[src/rtl/apb_pkg.sv]
// Shared constants and FSM encodings for the APB register slave.
package apb_pkg;

  localparam int DEFAULT_WIDTH       = 8;
  localparam int DEFAULT_DEPTH       = 16;
  localparam int DEFAULT_WAIT_CYCLES = 1;
  localparam int CNT_W               = 4;

  typedef enum logic [1:0] {
    ST_IDLE  = 2'd0,
    ST_WAIT  = 2'd1,
    ST_READY = 2'd2
  } apb_state_e;

endpackage

[src/rtl/apb_slave_if.sv]
// APB bus bundle as seen by the slave; i_/o_ prefixes are from the slave side.
interface apb_slave_if #(
  parameter int WIDTH = apb_pkg::DEFAULT_WIDTH
);
  logic             i_PSEL;
  logic             i_PENABLE;
  logic             i_PWRITE;
  logic [WIDTH-1:0] i_PADDR;
  logic [WIDTH-1:0] i_PWDATA;
  logic [WIDTH-1:0] o_PRDATA;
  logic             o_PREADY;
  logic             o_PSLVERR;

  modport slave (
    input  i_PSEL, i_PENABLE, i_PWRITE, i_PADDR, i_PWDATA,
    output o_PRDATA, o_PREADY, o_PSLVERR
  );

  modport master (
    output i_PSEL, i_PENABLE, i_PWRITE, i_PADDR, i_PWDATA,
    input  o_PRDATA, o_PREADY, o_PSLVERR
  );
endinterface

[src/rtl/apb_regfile.sv]
// DEPTH x WIDTH register storage: one synchronous write port, one combinational read port.
module apb_regfile
  import apb_pkg::*;
#(
  parameter int WIDTH = DEFAULT_WIDTH,
  parameter int DEPTH = DEFAULT_DEPTH,
  parameter int AW    = $clog2(DEPTH)
) (
  input  logic             i_clk,
  input  logic             i_rst,
  input  logic             i_we,
  input  logic [AW-1:0]    i_waddr,
  input  logic [WIDTH-1:0] i_wdata,
  input  logic [AW-1:0]    i_raddr,
  output logic [WIDTH-1:0] o_rdata
);

  logic [WIDTH-1:0] r_mem [DEPTH];

  always_ff @(posedge i_clk) begin
    if (i_rst) begin
      for (int i = 0; i < DEPTH; i++) r_mem[i] <= '0;
    end else if (i_we) begin
      r_mem[i_waddr] <= i_wdata;
    end
  end

  assign o_rdata = r_mem[i_raddr];

endmodule

[src/rtl/apb_slave.sv]
// APB register slave with configurable wait states. Define APB_SLAVE_PSLVERR_EN
// to flag out-of-range addresses on o_PSLVERR.
//   state    | meaning
//   ST_IDLE  | waiting for a setup phase
//   ST_WAIT  | inserting wait states, counter running
//   ST_READY | o_PREADY high, transfer completes on PENABLE
module apb_slave
  import apb_pkg::*;
#(
  parameter int WIDTH       = DEFAULT_WIDTH,
  parameter int DEPTH       = DEFAULT_DEPTH,
  parameter int WAIT_CYCLES = DEFAULT_WAIT_CYCLES
) (
  input  logic        i_PCLK,
  input  logic        i_PRESET,
  apb_slave_if.slave  s_apb
);

  localparam int               AW       = $clog2(DEPTH);
  localparam logic [WIDTH:0]   DEPTH_W  = (WIDTH+1)'(DEPTH);
  localparam logic [CNT_W-1:0] CNT_LAST = CNT_W'(WAIT_CYCLES - 1);

  apb_state_e       r_state;
  logic [CNT_W-1:0] r_cnt;
  logic [WIDTH-1:0] r_addr;
  logic [WIDTH-1:0] r_wdata;
  logic             r_write;
  logic [WIDTH-1:0] r_prdata;
  logic             r_pready;
  logic             r_pslverr;

  logic [WIDTH-1:0] w_lkp_addr;
  logic             w_lkp_write;
  logic             w_in_range;
  logic             w_err;
  logic [WIDTH-1:0] w_rdata;
  logic [WIDTH-1:0] w_rd_value;
  logic             w_setup;
  logic             w_access;
  logic             w_we;

  assign w_setup  = s_apb.i_PSEL & ~s_apb.i_PENABLE;
  assign w_access = s_apb.i_PSEL &  s_apb.i_PENABLE;

  // With zero wait states READY is entered from IDLE, before the capture lands.
  assign w_lkp_addr  = (r_state == ST_IDLE) ? s_apb.i_PADDR  : r_addr;
  assign w_lkp_write = (r_state == ST_IDLE) ? s_apb.i_PWRITE : r_write;
  assign w_in_range  = ({1'b0, w_lkp_addr} < DEPTH_W);
  assign w_rd_value  = w_in_range ? w_rdata : '0;

`ifdef APB_SLAVE_PSLVERR_EN
  assign w_err = ~w_in_range;
`else
  assign w_err = 1'b0;
`endif

  assign w_we = (r_state == ST_READY) & w_access & r_write & w_in_range;

  apb_regfile #(
    .WIDTH (WIDTH),
    .DEPTH (DEPTH)
  ) u_regfile (
    .i_clk   (i_PCLK),
    .i_rst   (i_PRESET),
    .i_we    (w_we),
    .i_waddr (r_addr[AW-1:0]),
    .i_wdata (r_wdata),
    .i_raddr (w_lkp_addr[AW-1:0]),
    .o_rdata (w_rdata)
  );

  always_ff @(posedge i_PCLK) begin
    if (i_PRESET) begin
      r_state   <= ST_IDLE;
      r_cnt     <= '0;
      r_addr    <= '0;
      r_wdata   <= '0;
      r_write   <= 1'b0;
      r_prdata  <= '0;
      r_pready  <= 1'b0;
      r_pslverr <= 1'b0;
    end else begin
      case (r_state)
        ST_IDLE: begin
          r_pready  <= 1'b0;
          r_pslverr <= 1'b0;
          if (w_setup) begin
            r_addr  <= s_apb.i_PADDR;
            r_wdata <= s_apb.i_PWDATA;
            r_write <= s_apb.i_PWRITE;
            r_cnt   <= '0;
            if (WAIT_CYCLES == 0) begin
              r_state   <= ST_READY;
              r_pready  <= 1'b1;
              r_pslverr <= w_err;
              if (!w_lkp_write) r_prdata <= w_rd_value;
            end else begin
              r_state <= ST_WAIT;
            end
          end
        end
        ST_WAIT: begin
          if (!s_apb.i_PSEL) begin
            r_state <= ST_IDLE;
            r_cnt   <= '0;
          end else if (r_cnt == CNT_LAST) begin
            r_state   <= ST_READY;
            r_cnt     <= '0;
            r_pready  <= 1'b1;
            r_pslverr <= w_err;
            if (!w_lkp_write) r_prdata <= w_rd_value;
          end else begin
            r_cnt <= r_cnt + 1'b1;
          end
        end
        ST_READY: begin
          // Completion and abort both leave READY; the write port handles the commit.
          if (!s_apb.i_PSEL || s_apb.i_PENABLE) begin
            r_state   <= ST_IDLE;
            r_pready  <= 1'b0;
            r_pslverr <= 1'b0;
          end
        end
        default: begin
          r_state   <= ST_IDLE;
          r_cnt     <= '0;
          r_pready  <= 1'b0;
          r_pslverr <= 1'b0;
        end
      endcase
    end
  end

  assign s_apb.o_PRDATA  = r_prdata;
  assign s_apb.o_PREADY  = r_pready;
  assign s_apb.o_PSLVERR = r_pslverr;

endmodule
[src/flat_wrapper.sv]
// flat-port wrapper written by rule: the top's interface ports become plain ports
module apb_slave_flat import apb_pkg::*;
#(
  parameter int WIDTH       = DEFAULT_WIDTH,
  parameter int DEPTH       = DEFAULT_DEPTH,
  parameter int WAIT_CYCLES = DEFAULT_WAIT_CYCLES
)
  (i_PCLK, i_PRESET, s_apb_i_PSEL, s_apb_i_PENABLE, s_apb_i_PWRITE, s_apb_i_PADDR, s_apb_i_PWDATA, s_apb_o_PRDATA, s_apb_o_PREADY, s_apb_o_PSLVERR);
  apb_slave_if #(.WIDTH(WIDTH)) s_apb_i ();
  input  logic i_PCLK;
  input  logic i_PRESET;
  input wire logic [$bits(s_apb_i.i_PSEL)-1:0] s_apb_i_PSEL;
  input wire logic [$bits(s_apb_i.i_PENABLE)-1:0] s_apb_i_PENABLE;
  input wire logic [$bits(s_apb_i.i_PWRITE)-1:0] s_apb_i_PWRITE;
  input wire logic [$bits(s_apb_i.i_PADDR)-1:0] s_apb_i_PADDR;
  input wire logic [$bits(s_apb_i.i_PWDATA)-1:0] s_apb_i_PWDATA;
  output wire logic [$bits(s_apb_i.o_PRDATA)-1:0] s_apb_o_PRDATA;
  output wire logic [$bits(s_apb_i.o_PREADY)-1:0] s_apb_o_PREADY;
  output wire logic [$bits(s_apb_i.o_PSLVERR)-1:0] s_apb_o_PSLVERR;
  assign s_apb_i.i_PSEL = s_apb_i_PSEL;
  assign s_apb_i.i_PENABLE = s_apb_i_PENABLE;
  assign s_apb_i.i_PWRITE = s_apb_i_PWRITE;
  assign s_apb_i.i_PADDR = s_apb_i_PADDR;
  assign s_apb_i.i_PWDATA = s_apb_i_PWDATA;
  assign s_apb_o_PRDATA = s_apb_i.o_PRDATA;
  assign s_apb_o_PREADY = s_apb_i.o_PREADY;
  assign s_apb_o_PSLVERR = s_apb_i.o_PSLVERR;
  apb_slave #(.WIDTH(WIDTH), .DEPTH(DEPTH), .WAIT_CYCLES(WAIT_CYCLES)) u_core (.i_PCLK(i_PCLK), .i_PRESET(i_PRESET), .s_apb(s_apb_i));
endmodule
[config.mk]
export PLATFORM = sky130hd
export DESIGN_NAME = apb_slave_flat
export DESIGN_NICKNAME = d
export VERILOG_FILES = /design/src/rtl/apb_pkg.sv /design/src/rtl/apb_slave_if.sv /design/src/rtl/apb_regfile.sv /design/src/rtl/apb_slave.sv /design/src/flat_wrapper.sv
export SDC_FILE = /design/constraint.sdc
export NUM_CORES = 1
export LEC_CHECK = 0
export CAP_MARGIN = 20
export CORE_MARGIN = 10
export CORE_UTILIZATION = 55
export DETAILED_ROUTE_END_ITERATION = 16
export HOLD_SLACK_MARGIN = 0.03
export PLACE_DENSITY = 0.73
export SKIP_CTS_REPAIR_TIMING = 1
export SLEW_MARGIN = 40
export SYNTH_ARGS = -nofsm -noshare
export SYNTH_HDL_FRONTEND = slang
export SYNTH_SLANG_ARGS = --single-unit
[constraint.sdc]
create_clock -name i_PCLK -period 3.27 [get_ports i_PCLK]
set_input_delay 0.654 -clock i_PCLK [delete_from_list [all_inputs] [get_ports i_PCLK]]
set_output_delay 0.654 -clock i_PCLK [all_outputs]
set_load 0.03 [all_outputs]
==> results of run 1 <==
routing by layer:
metal	GRT usage, %	vias up
li1	-	2300
met1	27.5	2491
met2	31.6	307
met3	5.86	35
met4	6.83	0
met5	0	-
where the power goes:
group          switching [mW]  internal [mW]
logic                   0.229          0.136
clock network           0.778           1.27
registers              0.0356           2.26
worst reg2reg max path: stages (launching register included):
cell and delay, ps:
sky130_fd_sc_hd__dfxtp_1 490, sky130_fd_sc_hd__nor2_8 280, sky130_fd_sc_hd__mux2i_4 560, sky130_fd_sc_hd__buf_4 390
sky130_fd_sc_hd__mux4_2 550, sky130_fd_sc_hd__a21oi_1 180, sky130_fd_sc_hd__o21ai_1 90
sequential cells by signal (all words and copies together) (netlist names):
register	count
u_core.r_wdata	8
u_core.r_addr	8
u_core.r_cnt	4
u_core.r_state	2
u_core.r_write	1
u_core.s_apb.o_PREADY	1
u_core.u_regfile.r_mem	128
u_core.s_apb.o_PRDATA	8
worst min-delay path by stage:
stage / startpoint / to / slack (ps) / cells after the start
floorplan: u_core.r_addr[6] / u_core.r_addr[6] / 440 / 2
global placement: u_core.r_addr[5] / u_core.r_addr[5] / 440 / 2
detailed placement: u_core.r_addr[7] / u_core.r_addr[7] / 450 / 2
CTS: u_core.r_addr[7] / u_core.r_addr[7] / 460 / 2
global route: u_core.r_addr[7] / u_core.r_addr[7] / 480 / 2
finish: u_core.r_addr[4] / u_core.r_addr[4] / 460 / 2
layout by cell type, fill, tap and decap left out, types with 7 or more instances in the layout:
master / count
sky130_fd_sc_hd__mux4_2: 15
sky130_fd_sc_hd__a22o_1: 8
sky130_fd_sc_hd__a21oi_1: 27
sky130_fd_sc_hd__nand3_1: 37
sky130_fd_sc_hd__buf_4: 25
sky130_fd_sc_hd__o21ai_1: 7
sky130_fd_sc_hd__nand4_1: 9
sky130_fd_sc_hd__o21bai_1: 9
sky130_fd_sc_hd__edfxtp_1: 128
sky130_fd_sc_hd__a31o_2: 7
sky130_fd_sc_hd__clkdlybuf4s50_1: 29
sky130_fd_sc_hd__dfxtp_1: 32
sky130_fd_sc_hd__clkbuf_16: 17
sky130_fd_sc_hd__nand2_1: 117
sky130_fd_sc_hd__nor2_1: 137
sky130_fd_sc_hd__nand2b_1: 9
area by class of cell:
type | instances | area share [%]
clock buffer | 20 | 5.32
inverter | 3 | 0.137
multi-input combinational | 430 | 29.4
tap | 172 | 2.62
sequential | 160 | 54.7
timing repair buffer | 54 | 5.83
clock inverter | 12 | 2.06
cell families after synthesis:
group | after synthesis
compound gates | 69
xor+xnor | 3
flops | 160
simple gates | 335
other cells | 1
fa+ha+maj | 2
mux | 20
buf+inv | 45
per-stage QoR:
| step | hold WS (ps) | total power [mW] | cells |
|---|---|---|---|
| after floorplan | 436 | 2.56 | 635 |
| after global placement | 444 | 2.68 | 819 |
| after detailed placement | 450 | 2.69 | 819 |
| after CTS | 458 | 4.71 | 851 |
| after global routing | 481 | 4.83 | 851 |
| final | 463 | 4.71 | 851 |
==> out/qor.csv, run 1 <==
metric,value,unit
result_of_the_run,finished clean,
grt_use_total,20.6,%
number_of_fillers_in_the_final_layout,970,
critPathRequiredTime,3580,ps
final_util,65.0,%
top_ff_cell_synth,sky130_fd_sc_hd__edfxtp_1,
placedInstanceArea,7600,um2
grt_antenna_before_repair,0,
post_synth_xor_area_fraction,0.371,%
timing.final.max_slew_violations,0,
postSynthCellCount,635,
startpoint_type,register,
postSynthAreaPerCell,11.1,um2
cts.sink_count,160,
synthAdderAreaFrac,0.354,%
post_synth_most_frequent_cells,"sky130_fd_sc_hd__nor2_1, sky130_fd_sc_hd__edfxtp_1, sky130_fd_sc_hd__nand2_1, sky130_fd_sc_hd__nand3_1, sky130_fd_sc_hd__dfxtp_1",
cts_tree,built,
synth_top_cell_by_area,sky130_fd_sc_hd__edfxtp_1,
totalNegativeSetupSlack,0,ps
setup_repair_after_global_routing_missed_its_margin,no,
critPathBufInv,1,
max-vdd-ir-drop,0.000393,V
multiInputGateArea,2410,um2
die_width,133,um
hpwlAfterDp,11900,um
post-route-worst-setup-slack,598,ps
synth_edf_count,128,
dp_worst_setup_slack,291,ps
critical-path-top-delay-family,multiplexers,
fin_crit_share,81.7,%
clk_pin_slew,60,ps
static-leakage-power,2.77,nW
regArea,4480,um2
final_design_area_no_fill,8200,um2
numPortBuffers,29,
min_path_type,register to register,
ys_seq_area_share,63.4,%
detailedRoute.firstPassIterationCount,5,
routed_length_on_met3,1910,um
critical-path-max-stage-delay,560,ps
final-setup-viol-count,0,
route.met2.wl,8420,um
critPathSlowestCell,sky130_fd_sc_hd__mux2i_4,
topRoutingLayerUsed,met4,
worstSetupEndpointType,register,
synth_top_cells_by_area,"sky130_fd_sc_hd__edfxtp_1, sky130_fd_sc_hd__dfxtp_1, sky130_fd_sc_hd__nor2_1",
grt_pass1_wl,27800,um
achievable-frequency,0.374,GHz
critical_path.reg2reg.endpoint,u_core.s_apb.o_PRDATA[6],
cts_made_buffers,17,
post_synth_arst_share,0,%
r2r_start,u_core.r_state[0],
die_height,133,um
remaining_drc_errors,0,
clk_path_buf_depth,2,
dominant_combinational_cell_family_by_area_after_synthesis,simple AND/OR/NAND/NOR gates,
cp_startpoint,u_core.r_state[0],
drt-wirelength-per-cell,21.4,um
grt_max_degree,43,
cp_cell_sequence,"nor2_8, mux2i_4, buf_4, mux4_2, a21oi_1, o21ai_1",
core_area,12600,um2
crit_cells,6,
synth_largest_type_area_fraction,54.3,%
route.vias.total,5133,
synth-compound-area-share,6.38,%
routabilityCongestion,0.893,
drt_wl_total,18200,um
max-cap-violations,0,
post_synth_and_or_nand_nor_area_fraction,20.7,%
critPathMaxFanout,19,
synth.cell_area,7080,um2
final.min_clock_period,2670,ps
number_of_global_route_vias_before_repair,4968,
setup.worst_path.end,u_core.s_apb.o_PRDATA[6],
htree_num_levels,4,
timing.setup.critical_path_class,register to register,
final_layout_size_suffix_gt1_share,13.0,%
die_footprint,17800,um2
timing.reg2reg.worst_path_depth,6,
power.density,574,nW/um2
timing_hold_violations_final,0,
vias_per_cell,6.03,
max_slew.worst_pin.slew,859,ps
globalRouteOverflowTotal,0,
ios,31,
critical_path_arrival,2980,ps
m1WireLength,7490,um
synth-seq-cells,160,
synthesis.nets,658,
worst_skew_pair.late_latency,430,ps
n_antenna_cell,0,
timing.reg2reg.setup_slack,600,ps
nets,689,
area.growth.synth_to_final,15.9,%
yosysUniqueCellTypes,50,
muxShareOfSynthArea,5.78,%
worst_clock_skew,5.45,ps
ant_nets,0,
initial_core_util,56.1,%
clk_root_buffer_cell,sky130_fd_sc_hd__clkbuf_16,
synth_most_common_cell,sky130_fd_sc_hd__nor2_1,
yosys_warnings,0,
drt_first_iter_violations,796,
relSlewSlack,42.4,%
core.rowCount,41,
Note: power is estimated with default switching activity, not from simulation.
==> run 2: changes to the inputs <==
==> constraint.sdc (replaced) <==
create_clock -name i_PCLK -period 2.8 [get_ports i_PCLK]
set_input_delay 0.56 -clock i_PCLK [delete_from_list [all_inputs] [get_ports i_PCLK]]
set_output_delay 0.56 -clock i_PCLK [all_outputs]
set_load 0.03 [all_outputs]
==> out/qor.csv, run 2 (same netlist as run 1, synthesis figures left out) <==
metric,value,unit
timing.reg2reg.setup_slack,370,ps
final_cell_mix,"sky130_fd_sc_hd__nor2_1, sky130_fd_sc_hd__edfxtp_1, sky130_fd_sc_hd__nand2_1",
cp_startpoint,u_core.r_state[0],
final_design_area_no_fill,8280,um2
routabilityCongestion,0.929,
timing.setup.critical_path_class,register to register,
vias_per_cell,5.89,
detailedRoute.firstPassIterationCount,5,
p_int,4.32,mW
worst_skew_pair.late_latency,440,ps
dp_worst_setup_slack,98.4,ps
clk_path_buf_depth,2,
static-leakage-power,2.81,nW
globalRouteOverflowTotal,0,
cts_tree,built,
power_share_of_the_clock_group,44.0,%
grt_use_total,20.3,%
total_switching_power,1.24,mW
cts.sink_count,160,
die_width,133,um
drt_first_iter_violations,575,
max-vdd-ir-drop,0.000423,V
number_of_flip_flops_under_the_largest_register_name,128,
ant_nets,0,
final.min_clock_period,2430,ps
result_of_the_run,finished clean,
grt_antenna_before_repair,0,
swShare,22.3,%
critPathMaxFanout,17,
core.rowCount,41,
die_footprint,17800,um2
r2r_start,u_core.r_state[0],
nets,695,
numPlacedInstances,825,
n_antenna_cell,0,
layoutNonFillerInstCount,857,
grt_max_degree,33,
core_area,12600,um2
critical_path.reg2reg.endpoint,u_core.s_apb.o_PRDATA[7],
p_comb_share,7.8,%
number_of_fillers_in_the_final_layout,979,
cts_made_buffers,17,
drt-wirelength-per-cell,20.6,um
ios,31,
route.vias.total,5045,
max_flop_register,u_core.u_regfile.r_mem,
totalNegativeSetupSlack,0,ps
critical_path_arrival,2730,ps
setup_repair_after_global_routing_missed_its_margin,no,
min_path_type,register to register,
numPortBuffers,29,
achievable-frequency,0.412,GHz
post-route-worst-setup-slack,371,ps
timing.reg2reg.worst_path_depth,7,
worstSetupEndpointType,register,
final_util,65.6,%
fin_crit_share,86.8,%
critPathRequiredTime,3100,ps
clk_pin_slew,60,ps
final_layout_size_suffix_gt1_share,13.9,%
number_of_global_route_vias_before_repair,4971,
relSlewSlack,48.0,%
drt_wl_total,17700,um
power.density,671,nW/um2
max_slew.worst_pin.slew,775,ps
hpwlAfterDp,11700,um
seqPwrFrac,48.2,%
die_height,133,um
max-cap-violations,0,
clk_root_buffer_cell,sky130_fd_sc_hd__clkbuf_16,
startpoint_type,register,
remaining_drc_errors,0,
placedInstanceArea,7650,um2
htree_num_levels,4,
grt_pass1_wl,27500,um
timing_hold_violations_final,0,
area.growth.synth_to_final,17.0,%
final_common_cell,sky130_fd_sc_hd__nor2_1,
final-setup-viol-count,0,
setup.worst_path.end,u_core.s_apb.o_PRDATA[7],
timing.final.max_slew_violations,0,
worst_clock_skew,9.22,ps
initial_core_util,56.1,%
-- run 2: layout make-up --
type,count,area (um2),share of cell area [%]
flip-flops and latches,160,4480,54.2
multi-input cells,430,2400,29.0
repair buffers,60,536,6.47
clock buffers,19,443,5.35
well taps,172,215,2.60
clock inverters,13,186,2.25
inverters,3,11.3,0.136
-- run 2: through the flow --
stage,power (mW),hold slack [ps]
after global placement,3.14,446
after detailed placement,3.16,448
after global routing,5.71,482
after CTS,5.57,457
after floorplan,2.99,436
final,5.56,458
-- run 2: power by group through the flow --
stage          Clock (mW)  Combinational (mW)  Sequential [mW]
6_report             2.45               0.435             2.68
3_3_place_gp            0               0.421             2.72
5_1_grt              2.56               0.469             2.68
4_1_cts              2.46               0.434             2.68
2_1_floorplan           0               0.276             2.71
3_5_place_dp            0               0.431             2.73
-- run 2: metal layers --
| metal | share of wire (%) | vias up | global-route usage [%] |
|---|---|---|---|
| li1 | - | 2321 | - |
| met5 | 0 | - | 0 |
| met1 | 40 | 2422 | 26.0 |
| met4 | 2.8 | 0 | 9.13 |
| met2 | 48 | 265 | 31.5 |
| met3 | 9.8 | 37 | 5.86 |
-- run 2: how the worst min path moves through the flow --
stage / from / slack (ps) / cells after the start / endpoint
after floorplan: u_core.r_addr[6] / 440 / 2 / u_core.r_addr[6]
final: u_core.r_addr[4] / 460 / 2 / u_core.r_addr[4]
after detailed placement: u_core.r_addr[6] / 450 / 2 / u_core.r_addr[6]
after global routing: u_core.r_addr[6] / 480 / 2 / u_core.r_addr[6]
after global placement: u_core.r_addr[7] / 450 / 2 / u_core.r_addr[7]
after CTS: u_core.r_addr[6] / 460 / 2 / u_core.r_addr[6]
-- run 2: worst max-delay path: stages (launching register included) --
cell and delay, ps:
sky130_fd_sc_hd__dfxtp_1 500, sky130_fd_sc_hd__nor2_8 280, sky130_fd_sc_hd__mux2i_4 290, sky130_fd_sc_hd__buf_12 210, sky130_fd_sc_hd__mux4_1 560, sky130_fd_sc_hd__a22o_1 210, sky130_fd_sc_hd__a21oi_1 120, sky130_fd_sc_hd__o21ai_0 110
==> run 3: changes to the inputs <==
--- a/config.mk
+++ b/config.mk
@@ -7,12 +7,14 @@
 export LEC_CHECK = 0
 export CAP_MARGIN = 20
 export CORE_MARGIN = 10
-export CORE_UTILIZATION = 55
+export CORE_UTILIZATION = 61
 export DETAILED_ROUTE_END_ITERATION = 16
 export HOLD_SLACK_MARGIN = 0.03
-export PLACE_DENSITY = 0.73
+export PLACE_DENSITY = 0.8
+export RECOVER_POWER = 50
 export SKIP_CTS_REPAIR_TIMING = 1
 export SLEW_MARGIN = 40
 export SYNTH_ARGS = -nofsm -noshare
 export SYNTH_HDL_FRONTEND = slang
+export SYNTH_HIERARCHICAL = 1
 export SYNTH_SLANG_ARGS = --single-unit
==> out/qor.csv, run 3 <==
metric,value,unit
result_of_the_run,finished clean,
relSlewSlack,13.9,%
worstSetupEndpointType,register,
number_of_flip_flops_under_the_largest_register_name,128,
number_of_fillers_in_the_final_layout,800,
postSynthCellCount,542,
grt_pass1_wl,26800,um
post_synth_xor_area_fraction,0,%
dominant_combinational_cell_family_by_area_after_synthesis,simple AND/OR/NAND/NOR gates,
static-leakage-power,2.96,nW
synth.cell_area,7340,um2
remaining_drc_errors,0,
hpwlAfterDp,11900,um
grt_max_degree,39,
post_synth_and_or_nand_nor_area_fraction,19.8,%
n_antenna_cell,0,
timing.setup.critical_path_class,input pin to register,
clk_pin_slew,60,ps
critPathRequiredTime,2860,ps
final_layout_size_suffix_gt1_share,18.3,%
setup_repair_after_global_routing_missed_its_margin,no,
drt-wirelength-per-cell,22.9,um
critPathMaxFanout,8,
synthAdderAreaFrac,0.341,%
timing_hold_violations_final,0,
totalNegativeSetupSlack,0,ps
drt_wl_total,17100,um
regArea,4480,um2
yosys_warnings,6,
final_util,70.5,%
critical-path-top-delay-family,simple AND/OR/NAND/NOR gates,
grt_antenna_before_repair,0,
dp_worst_setup_slack,-125,ps
nets,612,
synth_edf_count,128,
synth-compound-area-share,5.35,%
critical-path-max-stage-delay,550,ps
timing.final.max_slew_violations,0,
synth_most_common_cell,sky130_fd_sc_hd__and2_1,
grt_use_total,21.4,%
synth_top_cells_by_area,"sky130_fd_sc_hd__edfxtp_1, sky130_fd_sc_hd__and2_1, sky130_fd_sc_hd__mux4_2",
final_cell_mix,"sky130_fd_sc_hd__edfxtp_1, sky130_fd_sc_hd__and2_0, sky130_fd_sc_hd__and2_1",
ant_nets,0,
synth-seq-cells,160,
postSynthAreaPerCell,13.5,um2
min_path_type,register to register,
post_synth_arst_share,0,%
routabilityCongestion,0.891,
yosysUniqueCellTypes,47,
max_flop_register,u_core/u_regfile/r_mem,
cts_tree,built,
initial_core_util,61.6,%
achievable-frequency,0.387,GHz
clk_path_buf_depth,2,
route.vias.total,4671,
vias_per_cell,6.24,
hold-worst-slack,463,ps
numPortBuffers,29,
number_of_global_route_vias_before_repair,4630,
multiInputGateArea,2630,um2
max-vdd-ir-drop,0.000411,V
core_area,11900,um2
startpoint_type,input pin,
placedInstanceArea,7890,um2
clk_root_buffer_cell,sky130_fd_sc_hd__clkbuf_16,
final_design_area_no_fill,8400,um2
synth_largest_type_area_fraction,52.4,%
htree_num_levels,4,
critical_path_arrival,2640,ps
muxShareOfSynthArea,10.4,%
power.density,623,nW/um2
die_footprint,16800,um2
detailedRoute.firstPassIterationCount,5,
final-setup-viol-count,0,
cp_cell_sequence,"dlygate4sd3_1, and4_1, and3_1, clkbuf_1, nand4bb_1, nor2_1, or2_0",
worst_clock_skew,6.19,ps
synthesis.nets,565,
globalRouteOverflowTotal,0,
worst_skew_pair.late_latency,430,ps
critPathBufInv,2,
final.min_clock_period,2580,ps
area.growth.synth_to_final,14.5,%
final_common_cell,sky130_fd_sc_hd__edfxtp_1,
max_slew.worst_pin.slew,1290,ps
core.rowCount,40,
die_width,130,um
drt_first_iter_violations,466,
cts_made_buffers,17,
die_height,130,um
post_synth_most_frequent_cells,"sky130_fd_sc_hd__and2_1, sky130_fd_sc_hd__edfxtp_1, sky130_fd_sc_hd__nand2_1, sky130_fd_sc_hd__dfxtp_1, sky130_fd_sc_hd__mux4_2",
cts.sink_count,160,
max-cap-violations,0,
ys_seq_area_share,61.1,%
synth_top_cell_by_area,sky130_fd_sc_hd__edfxtp_1,
critPathSlowestCell,sky130_fd_sc_hd__or2_0,
top_ff_cell_synth,sky130_fd_sc_hd__edfxtp_1,
post-route-worst-setup-slack,218,ps
ios,31,
fin_crit_share,92.2,%
run 3: changes by cell type in the layout (fill, tap and decap cells not counted), sizes merged, moves of 10 or more:
cell	change
clkbuf	+18
or2	+14
mux4	+16
a22oi	+16
dlygate4sd3	+10
nor2	-124
nand3	-31
nand2	-73
clkdlybuf4s50	-11
and2	+129
buf	-15
run 3: tightest hold or removal path, stage by stage (launching register included):
cell,delay (ps)
sky130_fd_sc_hd__dfxtp_1,310
sky130_fd_sc_hd__nand2_1,60
sky130_fd_sc_hd__a21oi_1,50
run 3: through the flow:
stage | total power [mW] | std cells
4_1_cts | 5.24 | 748
2_1_floorplan | 2.96 | 542
6_report | 5.23 | 749
5_1_grt | 5.37 | 749
3_5_place_dp | 3.11 | 716
3_3_place_gp | 3.09 | 716
run 3: worst paths after layout:
kind | startpoint | to | slack, ps | depth (start not counted)
setup / recovery | s_apb_i_PSEL | u_core/u_regfile/r_mem[9][5] | 220 | 7
hold / removal | u_core/r_addr[4] | u_core/r_addr[4] | 460 | 2
setup reg to reg | u_core/r_state[0] | u_core/u_regfile/r_mem[9][5] | 240 | 8
hold reg to reg | u_core/r_addr[4] | u_core/r_addr[4] | 460 | 2
run 3: layout make-up:
type                       instances  share of cell area, %
tap                              147                   2.19
inverter                          12                  0.536
multi-input combinational        338                   31.3
clock buffer                      21                   5.60
clock inverter                    11                   1.04
timing repair buffer              60                   5.99
sequential                       160                   53.4
run 3: routing by layer:
metal	part of all wire, %	GRT usage [%]
met1	39	27.9
met2	50	34.9
met3	9.1	4.38
met4	2.0	8.00
met5	0	0
run 3: cell families (layout without fill, tap and decap cells):
group           count (synthesis)  count (layout)
flops                         160             160
compound gates                 57              57
mux                            36              36
fa+ha+maj                       2               2
simple gates                  242             242
other cells                     1               1
buf+inv                        44             104
run 3: where the power goes:
part           switching (mW)  total, mW  internal, mW  leakage [nW]
Combinational           0.203      0.376         0.173          1.12
Clock                   0.881       2.16          1.28         0.269
Sequential             0.0593       2.70          2.64          1.58
